==> src/rtl/branch_sequencer.sv <==
// Hard-wired control-step FSM: fetch (T0-T2) then conditional-branch execute (T3-T6).
// Optional single-step gating via `define BRANCH_SEQ_STEP_EN (adds the step port).
module branch_sequencer #(
   parameter int unsigned     MEM_WAIT = 0,
   parameter int unsigned     OP_W     = 5,
   parameter logic [OP_W-1:0] BR_OP    = OP_W'(5'b10010),
   parameter int unsigned     CNT_W    = 16
) (
   input  logic             clk,
   input  logic             clr,
   input  logic             run,
   input  logic             halt,
`ifdef BRANCH_SEQ_STEP_EN
   input  logic             step,
`endif
   input  logic [OP_W-1:0] ir_op,
   input  logic             con_ff,
   output logic             PCout,
   output logic             MARIn,
   output logic             IncPC,
   output logic             ZIn,
   output logic             Zlowout,
   output logic             PCIn,
   output logic             read,
   output logic             MDRIn,
   output logic             MDRout,
   output logic             IRIn,
   output logic             Gra,
   output logic             Rout,
   output logic             CONIn,
   output logic             YIn,
   output logic             Cout,
   output logic             add,
   output logic [3:0]       present_state,
   output logic             illegal,
   output logic [CNT_W-1:0] instr_count
);

   typedef enum logic [3:0] {
      IDLE = 4'b0000,
      T0   = 4'b0111,
      T1   = 4'b1000,
      T2   = 4'b1001,
      T3   = 4'b1010,
      T4   = 4'b1011,
      T5   = 4'b1100,
      T6   = 4'b1101
   } state_t;

   localparam logic [3:0] WAIT_INIT = 4'(MEM_WAIT);

   state_t           state_q, state_d;
   logic [3:0]       wait_q, wait_d;
   logic             cond_q, cond_d;
   logic [CNT_W-1:0] cnt_q, cnt_d;
   logic             adv;
   logic             is_br;
   logic             first;

`ifdef BRANCH_SEQ_STEP_EN
   assign adv = step;
`else
   assign adv = 1'b1;
`endif

   assign is_br = (ir_op == BR_OP);
   // The wait counter only moves after the first cycle of a held step
   assign first = (wait_q == WAIT_INIT);

   always_ff @(posedge clk or posedge clr) begin
      if (clr) begin
         state_q <= IDLE;
         wait_q  <= 4'd0;
         cond_q  <= 1'b0;
         cnt_q   <= '0;
      end else begin
         state_q <= state_d;
         wait_q  <= wait_d;
         cond_q  <= cond_d;
         cnt_q   <= cnt_d;
      end
   end

   always_comb begin
      state_d = state_q;
      wait_d  = wait_q;
      cond_d  = cond_q;
      cnt_d   = cnt_q;
      unique case (state_q)
         IDLE: if (run) state_d = T0;
         T0: begin
            if (adv) begin
               state_d = T1;
               wait_d  = WAIT_INIT;
            end
         end
         T1: begin
            if (adv) begin
               if (wait_q == 4'd0) state_d = T2;
               else                wait_d  = wait_q - 4'd1;
            end
         end
         T2: if (adv) state_d = T3;
         T3: if (adv) state_d = is_br ? T4 : IDLE;
         T4: if (adv) state_d = T5;
         T5: begin
            // Branch condition is captured as T6 begins and held for the step
            if (adv) begin
               state_d = T6;
               wait_d  = WAIT_INIT;
               cond_d  = con_ff;
            end
         end
         T6: begin
            if (adv) begin
               if (wait_q == 4'd0) begin
                  cnt_d   = cnt_q + CNT_W'(1);
                  state_d = halt ? IDLE : T0;
               end else begin
                  wait_d = wait_q - 4'd1;
               end
            end
         end
         default: state_d = IDLE;
      endcase
   end

   always_comb begin
      PCout   = 1'b0;
      MARIn   = 1'b0;
      IncPC   = 1'b0;
      ZIn     = 1'b0;
      Zlowout = 1'b0;
      PCIn    = 1'b0;
      read    = 1'b0;
      MDRIn   = 1'b0;
      MDRout  = 1'b0;
      IRIn    = 1'b0;
      Gra     = 1'b0;
      Rout    = 1'b0;
      CONIn   = 1'b0;
      YIn     = 1'b0;
      Cout    = 1'b0;
      add     = 1'b0;
      illegal = 1'b0;
      unique case (state_q)
         T0: begin
            PCout = 1'b1;
            MARIn = 1'b1;
            IncPC = 1'b1;
            ZIn   = 1'b1;
         end
         T1: begin
            read    = 1'b1;
            MDRIn   = 1'b1;
            Zlowout = first;
            PCIn    = first;
         end
         T2: begin
            MDRout = 1'b1;
            IRIn   = 1'b1;
         end
         T3: begin
            if (is_br) begin
               Gra   = 1'b1;
               Rout  = 1'b1;
               CONIn = 1'b1;
            end else begin
               illegal = 1'b1;
            end
         end
         T4: begin
            PCout = 1'b1;
            YIn   = 1'b1;
         end
         T5: begin
            Cout = 1'b1;
            add  = 1'b1;
            ZIn  = 1'b1;
         end
         T6: begin
            Zlowout = cond_q;
            PCIn    = cond_q;
         end
         default: ;
      endcase
   end

   assign present_state = state_q;
   assign instr_count   = cnt_q;

endmodule

==> config.mk <==
export PLATFORM = sky130hd
export DESIGN_NAME = branch_sequencer
export DESIGN_NICKNAME = d
export VERILOG_FILES = /design/src/rtl/branch_sequencer.sv
export SDC_FILE = /design/constraint.sdc
export NUM_CORES = 1
export LEC_CHECK = 0
export CAP_MARGIN = 40
export CORE_MARGIN = 8
export CORE_UTILIZATION = 46
export DETAILED_ROUTE_END_ITERATION = 12
export GPL_ROUTABILITY_DRIVEN = 0
export HOLD_SLACK_MARGIN = 0.12
export PLACE_DENSITY = 0.91
export SETUP_SLACK_MARGIN = 0.5
export SLEW_MARGIN = 20
export SYNTH_ARGS = -nofsm -noshare
export SYNTH_HDL_FRONTEND = slang
export SYNTH_SLANG_ARGS = --single-unit
export TNS_END_PERCENT = 50
==> constraint.sdc <==
create_clock -name clk -period 2.4 [get_ports clk]
set_clock_uncertainty 0.05 [all_clocks]
set_input_delay 0.24 -clock clk [delete_from_list [all_inputs] [get_ports clk]]
set_output_delay 0.24 -clock clk [all_outputs]
set_load 0.1 [all_outputs]
==> metrics.yaml, run 1 <==
ys_warn_count: 0
clk_pin_slew_ps: 130
tightestPinTransition_ps: 494
nets: 241
hold_viol_final: 0
htree_levels: 1
grtUsageTotal: 0.176
synth_xor_area_frac: 0.0992
final_cell_mix: "buf_4 (45), dfrtp_1 (21), nand2_1 (17)"
synthMuxAreaShare: 0.00751
synth-async-reset-ratio: 1.00
place_hpwl_um: 2840
vias: 1518
synth_edf_count: 0
cp_slowest_cell: "clkdlybuf4s50_1"
grt_pass1_vias: 1603
synth_top_family_by_area: "simple AND/OR/NAND/NOR gates"
cp_data_required_time_ps: 2110
synth_top_cell_area_share: 0.417
drc: 0
min-delay-path-class: "primary input to asynchronous set/reset pin"
cts.sinks: 25
layout_commonest_cell: "buf_4"
clock_path_buffers: 2
synth_cell_type_count: 43
die_y_um: 73.1
synth_area_leaders: "dfrtp_1 (42%), xnor2_1 (8.2%), nand2_1 (5.3%)"
whs_ps: 128
syn_nets: 171
yosysTopAreaCell: "dfrtp_1"
dr.pass1.iters: 4
coreArea_um2: 3080
relSlewSlack: 0.668
arrival_ps: 1670
clkLatencyLatePin_ps: 310
crit_type: "primary input to primary output"
ant_nets: 0
ys_seq_area_frac: 0.417
num_rows: 20
total_power_w: 0.00261
cts_tree: "yes"
die_w_um: 73.1
path_max_fanout: 4
maxCapViolCount: 0
numCtsBuffers: 3
grt_pass1_wl_um: 7630
vdd_ir_drop_max_mv: 0.628
rsz0062_at_grt: "yes"
viasPerCell: 5.58
ys_seq_elements: 25
fin_tns_setup_ps: 0
synth.avg_cell_area_um2: 9.44
power_leakage_nw: 1.15
yosys.area_share.adder: 0.0167
cts-root-buf: "clkbuf_4"
io_buffer_count: 46
grt_max_degree: 17
cp-start-kind: "primary input"
drive_gt1_frac: 0.465
worstSetupEndpointType: "primary output"
cp_num_buf_inv: 3
syn2layout_area_growth_pct: 70.8
dp_cells: 237
p_per_area_nw_per_um2: 1020
crit_path_cell_trace: "clkdlybuf4s50_1 > nor4b_4 > nand2_2 > nor3_4 > buf_12 > buf_12"
setup_violations: 0
antenna_found_initial: 0
drt_iter0_drc: 118
post-route-cell-area_um2: 2560
start_util: 0.487
outcome: "completed"
postPlaceCellArea_um2: 2180
min_period_ps: 1960
avgRoutedWirePerCell_um: 18.0
drv_slew: 0
diodes: 0
synth_cells: 159
max_stage_delay_ps: 450
period_share: 0.817
grt-ovfl-total: 0
dieArea_um2: 5340
max_freq_mhz: 510
synthSimpleGateAreaFrac: 0.284
fin_cells: 272
io_pins: 47
synth-compound-area-share: 0.101
synth_ff_type: "dfrtp_1"
critPathTopFamily: "buffers and inverters"
synth_area_um2: 1500
cpMostUsedCell: "buf_12"
drt_wl_total_um: 4890
==> Yosys cell counts, types with 2 or more instances <==
library cell and count:
a21oi_1 2, a31oi_1 2, and3_1 2, and3b_1 3, buf_2 3, buf_4 7
clkbuf_1 3, dfrtp_1 25, ha_1 2, inv_1 6, nand2_1 21, nand2b_1 3
nand3_1 8, nand4_1 6, nor2_1 7, nor2b_1 2, nor3_1 5, nor3b_1 4
o21ai_0 8, o31ai_1 2, xnor2_1 14, xor2_1 3
==> flip-flops by register name, summed over array words and instances, names as in the netlist <==
| register | flops |
|---|---|
| present_state | 4 |
| cond_q | 1 |
| wait_q | 4 |
| instr_count | 16 |
==> stage by stage <==
stage / utilization / setup slack, ps
final: 0.833 / 440
after global routing: 0.833 / 384
after CTS: 0.803 / 481
after detailed placement: 0.708 / 323
after global placement: 0.708 / 423
after floorplan: - / -427
==> routing by layer <==
layer  up-vias  track usage  share of wire
met5         -            0              0
met1       746        0.193           0.38
met4         0       0.0556          0.021
met2        66        0.327           0.53
met3        13       0.0343          0.066
li1        693            -              -
==> path summary, 6_finish.rpt <==
path | from | endpoint | slack [ps] | depth (start not counted)
max | ir_op[4] | Gra | 440 | 6
max reg2reg | wait_q[0] | instr_count[1] | 560 | 5
min in group clk | con_ff | cond_q | 400 | 3
min | clr | present_state[2] | 130 | 2
max in group asynchronous | clr | instr_count[3] | 1630 | 3
min reg2reg | instr_count[12] | instr_count[12] | 450 | 1
==> timing repair <==
item,4_1_cts,5_1_grt
cloned,0,0
setup buffers,26,5
hold buffers,0,0
setup endpoints to repair,23,28
resized for setup,12,12
pin swaps,7,7
==> where the power goes <==
group	switching [W]	internal [W]
Combinational	0.00110	0.000680
Sequential	0.000126	0.000516
Clock	0.000120	0.0000623
==> logic make-up after synthesis <==
| family | after synthesis |
|---|---|
| multiplexers | 1 |
| AO/OA/AOI/OAI | 23 |
| XOR/XNOR | 17 |
| AND/OR/NAND/NOR | 71 |
| buffers and inverters | 20 |
| flip-flops | 25 |
| adder cells (fa/ha/maj) | 2 |
==> worst reg2reg max path, stage by stage (launching register included) <==
cell and delay (ps):
dfrtp_1 430, inv_2 80, ha_4 140, or3b_4 440
nor2_2 250, mux2_2 360
==> layout make-up <==
class                           instances  area, um2
Tap cell                               44       55.1
Clock buffer                            3       22.5
Inverter                                6       26.3
Fill cell                             167        515
Multi-Input combinational cell        114        945
Timing Repair Buffer                   79        868
Sequential cell                        25        641
Clock inverter                          1       5.00
Note: power is estimated with default switching activity, not from simulation.
==> run 2, diff against run 1 <==
==> constraint.sdc (replaced) <==
create_clock -name clk -period 1.9 [get_ports clk]
set_clock_uncertainty 0.05 [all_clocks]
set_input_delay 0.19 -clock clk [delete_from_list [all_inputs] [get_ports clk]]
set_output_delay 0.19 -clock clk [all_outputs]
set_load 0.1 [all_outputs]
==> metrics.yaml, run 2 (synthesis results as in run 1) <==
io_pins: 47  # unchanged
rsz0062_at_grt: "yes"
grt_pass1_vias: 1628  # +1.6%
syn2layout_area_growth_pct: 89.1
nets: 251  # +4.1%
final_cell_mix: "buf_4 (47), buf_12 (24), dfrtp_1 (21)"
io_buffer_count: 46  # unchanged
cts.sinks: 25  # unchanged
coreArea_um2: 3080  # unchanged
avgRoutedWirePerCell_um: 22.7  # +26%
grtUsageTotal: 0.185  # +0.00938
clkLatencyLatePin_ps: 320  # about the same
arrival_ps: 1800  # +130 ps
viasPerCell: 5.80  # +4.0%
drt_iter0_drc: 115  # -2.5%
maxCapViolCount: 0  # unchanged
utilization: 0.922  # +0.0890
dp_cells: 244  # +3.0%
clk_pin_slew_ps: 130  # about the same
drt_wl_total_um: 6400  # +31%
place_hpwl_um: 3210  # +13%
fin_cells: 282  # +3.7%
grt_max_degree: 17  # unchanged
worstSetupEndpointType: "primary output"
relSlewSlack: 0.732  # +0.0643
setup_violations: 9  # +9
setup_slack_ps: -143  # -583 ps
dieArea_um2: 5340  # unchanged
cp_slowest_cell: "dfrtp_1"
max_freq_mhz: 489
crit_path_cell_trace: "inv_1 > ha_2 > buf_6 > nor3b_2 > buf_4 > nand2_4 > o21ai_4 > buf_12"
largest_reg_flops: 16  # unchanged
layout_commonest_cell: "buf_4"
numCtsBuffers: 3  # unchanged
drive_gt1_frac: 0.550  # +0.0855
start_util: 0.487  # unchanged
period_share: 1.08
clock_path_buffers: 2  # unchanged
die_y_um: 73.1  # unchanged
min-delay-path-class: "primary input to register"
die_w_um: 73.1  # unchanged
max_stage_delay_ps: 430  # -20 ps
cp-start-kind: "register"
crit_type: "register to primary output"
vias: 1636  # +7.8%
power_leakage_nw: 1.31  # +13%
violations: "setup timing"
grt-ovfl-total: 0  # unchanged
antenna_found_initial: 0  # unchanged
htree_levels: 1  # unchanged
drc: 0  # unchanged
path_max_fanout: 2  # -2
drv_slew: 0  # unchanged
vdd_ir_drop_max_mv: 1.34  # +110%
cts-root-buf: "clkbuf_4"
cp_data_required_time_ps: 1660  # -450 ps
tightestPinTransition_ps: 402  # -92.8 ps
outcome: "complete, but fails checks"
grt_pass1_wl_um: 7850  # +2.8%
diodes: 0  # unchanged
min_period_ps: 2040
cts_tree: "yes"
num_rows: 20  # unchanged
hold_viol_final: 0  # unchanged
p_per_area_nw_per_um2: 1350  # +33%
ant_nets: 0  # unchanged
dr.pass1.iters: 4  # unchanged
-- run 2: cell types whose count changed in the layout (fill, tap and decap cells not counted), moves of 2 or more --
cell | before | now
buf_1 | 2 | 0
buf_6 | 2 | 8
inv_2 | 2 | 0
inv_1 | 3 | 5
nand2_4 | 2 | 6
buf_16 | 2 | 0
xnor2_2 | 0 | 3
buf_4 | 45 | 47
xnor2_1 | 14 | 11
nand2_1 | 17 | 12
o21ai_0 | 6 | 3
buf_8 | 2 | 0
o21ai_1 | 1 | 3
buf_12 | 16 | 24
-- run 2: path summary, 6_finish.rpt --
kind,to,slack (ps),start,cells past startpoint
max,Zlowout,-140,wait_q[1],8
min,cond_q,390,con_ff,3
max reg2reg,instr_count[7],-40,wait_q[1],6
min reg2reg,instr_count[15],460,instr_count[15],1
max in group asynchronous,instr_count[5],610,clr,4
min in group asynchronous,cond_q,640,clr,3
-- run 2: final cells by class --
cell class	count	area (um2)
Multi-Input combinational cell	114	1070
Sequential cell	25	641
Fill cell	104	241
Inverter	6	26.3
Timing Repair Buffer	89	1020
Clock buffer	4	26.3
Tap cell	44	55.1
-- run 2: what timing repair did --
action | 4_1_cts | 5_1_grt
pin swaps | 22 | 14
gates resized for setup | 37 | 20
hold buffers | 1 | 0
setup endpoints to repair | 42 | 58
gates cloned | 0 | 0
hold endpoints to repair | 9 | 0
setup buffers | 16 | 17
-- run 2: per-layer routing --
layer | global-route usage | up-vias | wire, um
li1 | - | 716 | -
met1 | 0.196 | 808 | 2420
met5 | 0 | - | 0
met3 | 0.0453 | 25 | 431
met4 | 0.0844 | 0 | 227
met2 | 0.335 | 87 | 3320
-- run 2: through the flow --
| step | instance area (um2) | setup WS, ps | hold slack (ps) | setup TNS (ps) | total power (W) |
|---|---|---|---|---|---|
| floorplan | 1780 | -877 | 167 | -9370 | 0.00230 |
| global placement | 2320 | 75.4 | 420 | 0 | 0.00267 |
| detailed placement | 2320 | -121 | 431 | -506 | 0.00273 |
| CTS | 2600 | -43.9 | 357 | -87.2 | 0.00335 |
| global route | 2840 | -202 | 415 | -1350 | 0.00394 |
| finish | 2840 | -143 | 388 | -442 | 0.00383 |
-- run 2: where the power goes --
group          total [W]  internal [W]  switching (W)
Clock           0.000237     0.0000824       0.000154
Combinational    0.00276       0.00112        0.00163
Sequential      0.000835      0.000652       0.000183
-- run 2: critical path: cells and delay by family, from the launching register on --
family	cells	cell delay [ps]
DFF	1	430
and+or+nand+nor	2	200
buffers and inverters	4	550
AOI/OAI and AO/OA	1	100
adders and majority gates	1	200
==> run 3, diff against run 2 <==
--- a/config.mk
+++ b/config.mk
@@ -7,11 +7,11 @@
 export LEC_CHECK = 0
 export CAP_MARGIN = 40
 export CORE_MARGIN = 8
-export CORE_UTILIZATION = 46
+export CORE_UTILIZATION = 42
 export DETAILED_ROUTE_END_ITERATION = 12
 export GPL_ROUTABILITY_DRIVEN = 0
 export HOLD_SLACK_MARGIN = 0.12
-export PLACE_DENSITY = 0.91
+export PLACE_DENSITY = 0.88
 export SETUP_SLACK_MARGIN = 0.5
 export SLEW_MARGIN = 20
 export SYNTH_ARGS = -nofsm -noshare
==> constraint.sdc (replaced) <==
create_clock -name clk -period 1.7 [get_ports clk]
set_clock_uncertainty 0.05 [all_clocks]
set_input_delay 0.17 -clock clk [delete_from_list [all_inputs] [get_ports clk]]
set_output_delay 0.17 -clock clk [all_outputs]
set_load 0.1 [all_outputs]
==> metrics.yaml, run 3 (synthesis results as in run 1) <==
nets: 263  # +4.8%
diodes: 0  # unchanged
vias: 1801  # +10%
clk_pin_slew_ps: 140  # about the same
die_y_um: 75.8  # +3.6%
die_w_um: 75.8  # +3.6%
cts.sinks: 25  # unchanged
start_util: 0.443  # -0.0448
drive_gt1_frac: 0.560  # +0.00958
drt_wl_total_um: 7450  # +16%
final_cell_mix: "buf_12 (39), buf_4 (33), nand2_1 (17), dfrtp_1 (17), buf_6 (17)"
p_int_w: 0.00232  # +25%
violations: "setup timing"
avgRoutedWirePerCell_um: 25.2  # +11%
swShare: 0.499  # -0.0160
drv_slew: 0  # unchanged
maxCapViolCount: 0  # unchanged
viasPerCell: 6.08  # +4.9%
antenna_found_initial: 0  # unchanged
clock_path_buffers: 2  # unchanged
p_seq_frac: 0.190  # -0.028
outcome: "complete, but fails checks"
path_max_fanout: 3  # +1
layout_commonest_cell: "buf_12"
period_share: 1.20
drt_iter0_drc: 163  # +42%
setup_slack_ps: -339  # -196 ps
rsz0062_at_grt: "yes"
max_freq_mhz: 490
grt-ovfl-total: 0  # unchanged
clkPwrFrac: 0.064  # +0.002
coreArea_um2: 3390  # +10%
hold_viol_final: 0  # unchanged
largest_reg_flops: 16  # unchanged
power_leakage_nw: 1.35  # +3.4%
io_buffer_count: 46  # unchanged
dr.pass1.iters: 4  # unchanged
worstSetupEndpointType: "register"
whs_ps: 51.4  # -336 ps
place_hpwl_um: 3480  # +8.4%
relSlewSlack: 0.739  # +0.00704
numCtsBuffers: 3  # unchanged
crit_type: "register to register"
cts-root-buf: "clkbuf_4"
ant_nets: 0  # unchanged
grt_pass1_vias: 1834  # +13%
setup_violations: 41  # +32
p_sw_w: 0.00232  # +17%
num_rows: 21  # +5.0%
syn2layout_area_growth_pct: 107
grt_max_degree: 17  # unchanged
drc: 0  # unchanged
dieArea_um2: 5740  # +7.4%
grt_pass1_wl_um: 9230  # +18%
tightestPinTransition_ps: 391  # -10.5 ps
htree_levels: 1  # unchanged
clkLatencyLatePin_ps: 350  # +30 ps
arrival_ps: 2200  # +400 ps
fin_tns_setup_ps: -7290  # -6850 ps
p_per_area_nw_per_um2: 1490  # +11%
cp-start-kind: "register"
vdd_ir_drop_max_mv: 1.07  # -20%
min-delay-path-class: "primary input to asynchronous set/reset pin"
cp_data_required_time_ps: 1860  # +200 ps
combPwrFrac: 0.746  # +0.026
min_period_ps: 2040
cts_tree: "yes"
grtUsageTotal: 0.214  # +0.0287
io_pins: 47  # unchanged
run 3: cell count changes in the layout (fill, tap and decap cells not counted), moves of 3 or more:
cell,previous run,this run
buf_12,24,39
buf_4,47,33
buf_6,8,17
dfrtp_1,21,17
dfrtp_2,0,4
nand2_1,12,17
nand2_4,6,3
run 3: path summary, 6_finish.rpt:
kind                                    end           start  slack, ps  cells after the start
min reg2reg                  instr_count[7]  instr_count[7]        510                      1
min                        present_state[2]             clr         50                      2
max                        present_state[2]       wait_q[1]       -340                     10
min in group clk                     cond_q          con_ff        320                      3
max in group asynchronous  present_state[0]             clr        660                      3
max reg2reg                present_state[2]       wait_q[1]       -340                     10
run 3: timing repair:
action | in CTS | in global routing
endpoints found under the hold margin | 9 | 2
pin swaps | 14 | 9
gates resized for setup | 35 | 21
buffers inserted | 20 | 13
setup endpoints to repair | 59 | 62
run 3: metal layers:
| layer | GRT usage | part of all wire | vias up |
|---|---|---|---|
| met5 | 0 | 0 | - |
| met4 | 0.130 | 0.062 | 0 |
| met3 | 0.0461 | 0.087 | 51 |
| li1 | - | - | 730 |
| met1 | 0.216 | 0.36 | 887 |
| met2 | 0.390 | 0.49 | 133 |
run 3: power by group through the flow:
stage / clock (W) / sequential (W) / combinational [W]
after global placement: 0 / 0.000904 / 0.00226
after global routing: 0.000320 / 0.000885 / 0.00358
after CTS: 0.000276 / 0.000853 / 0.00279
after floorplan: 0 / 0.00127 / 0.00130
final: 0.000296 / 0.000882 / 0.00346
after detailed placement: 0 / 0.000913 / 0.00231
run 3: worst max-delay path, cell delays in order, from the launching register on:
cell and delay (ps):
dfrtp_1 450, inv_2 100, ha_4 140, buf_6 90
nor3b_4 210, buf_6 150, buf_4 100, buf_6 100
a211oi_1 80, a311oi_1 350, nor2_1 120
run 3: layout make-up:
type,instances,area [um2]
Inverter,6,26.3
Timing Repair Buffer,101,1360
Clock buffer,3,22.5
Clock inverter,1,7.51
Multi-Input combinational cell,114,986
Tap cell,46,57.6
Sequential cell,25,646
Fill cell,105,284
run 3: per-stage QoR:
step / power [W] / worst slack, ps / cell area, um2 / cells / utilization
after detailed placement: 0.00322 / -217 / 2610 / 258 / 0.771
after floorplan: 0.00257 / -1060 / 1780 / 159 / -
after global routing: 0.00478 / -512 / 3110 / 296 / 0.916
final: 0.00464 / -339 / 3110 / 296 / 0.916
after CTS: 0.00392 / -232 / 2910 / 282 / 0.858
after global placement: 0.00316 / -117 / 2610 / 258 / 0.771
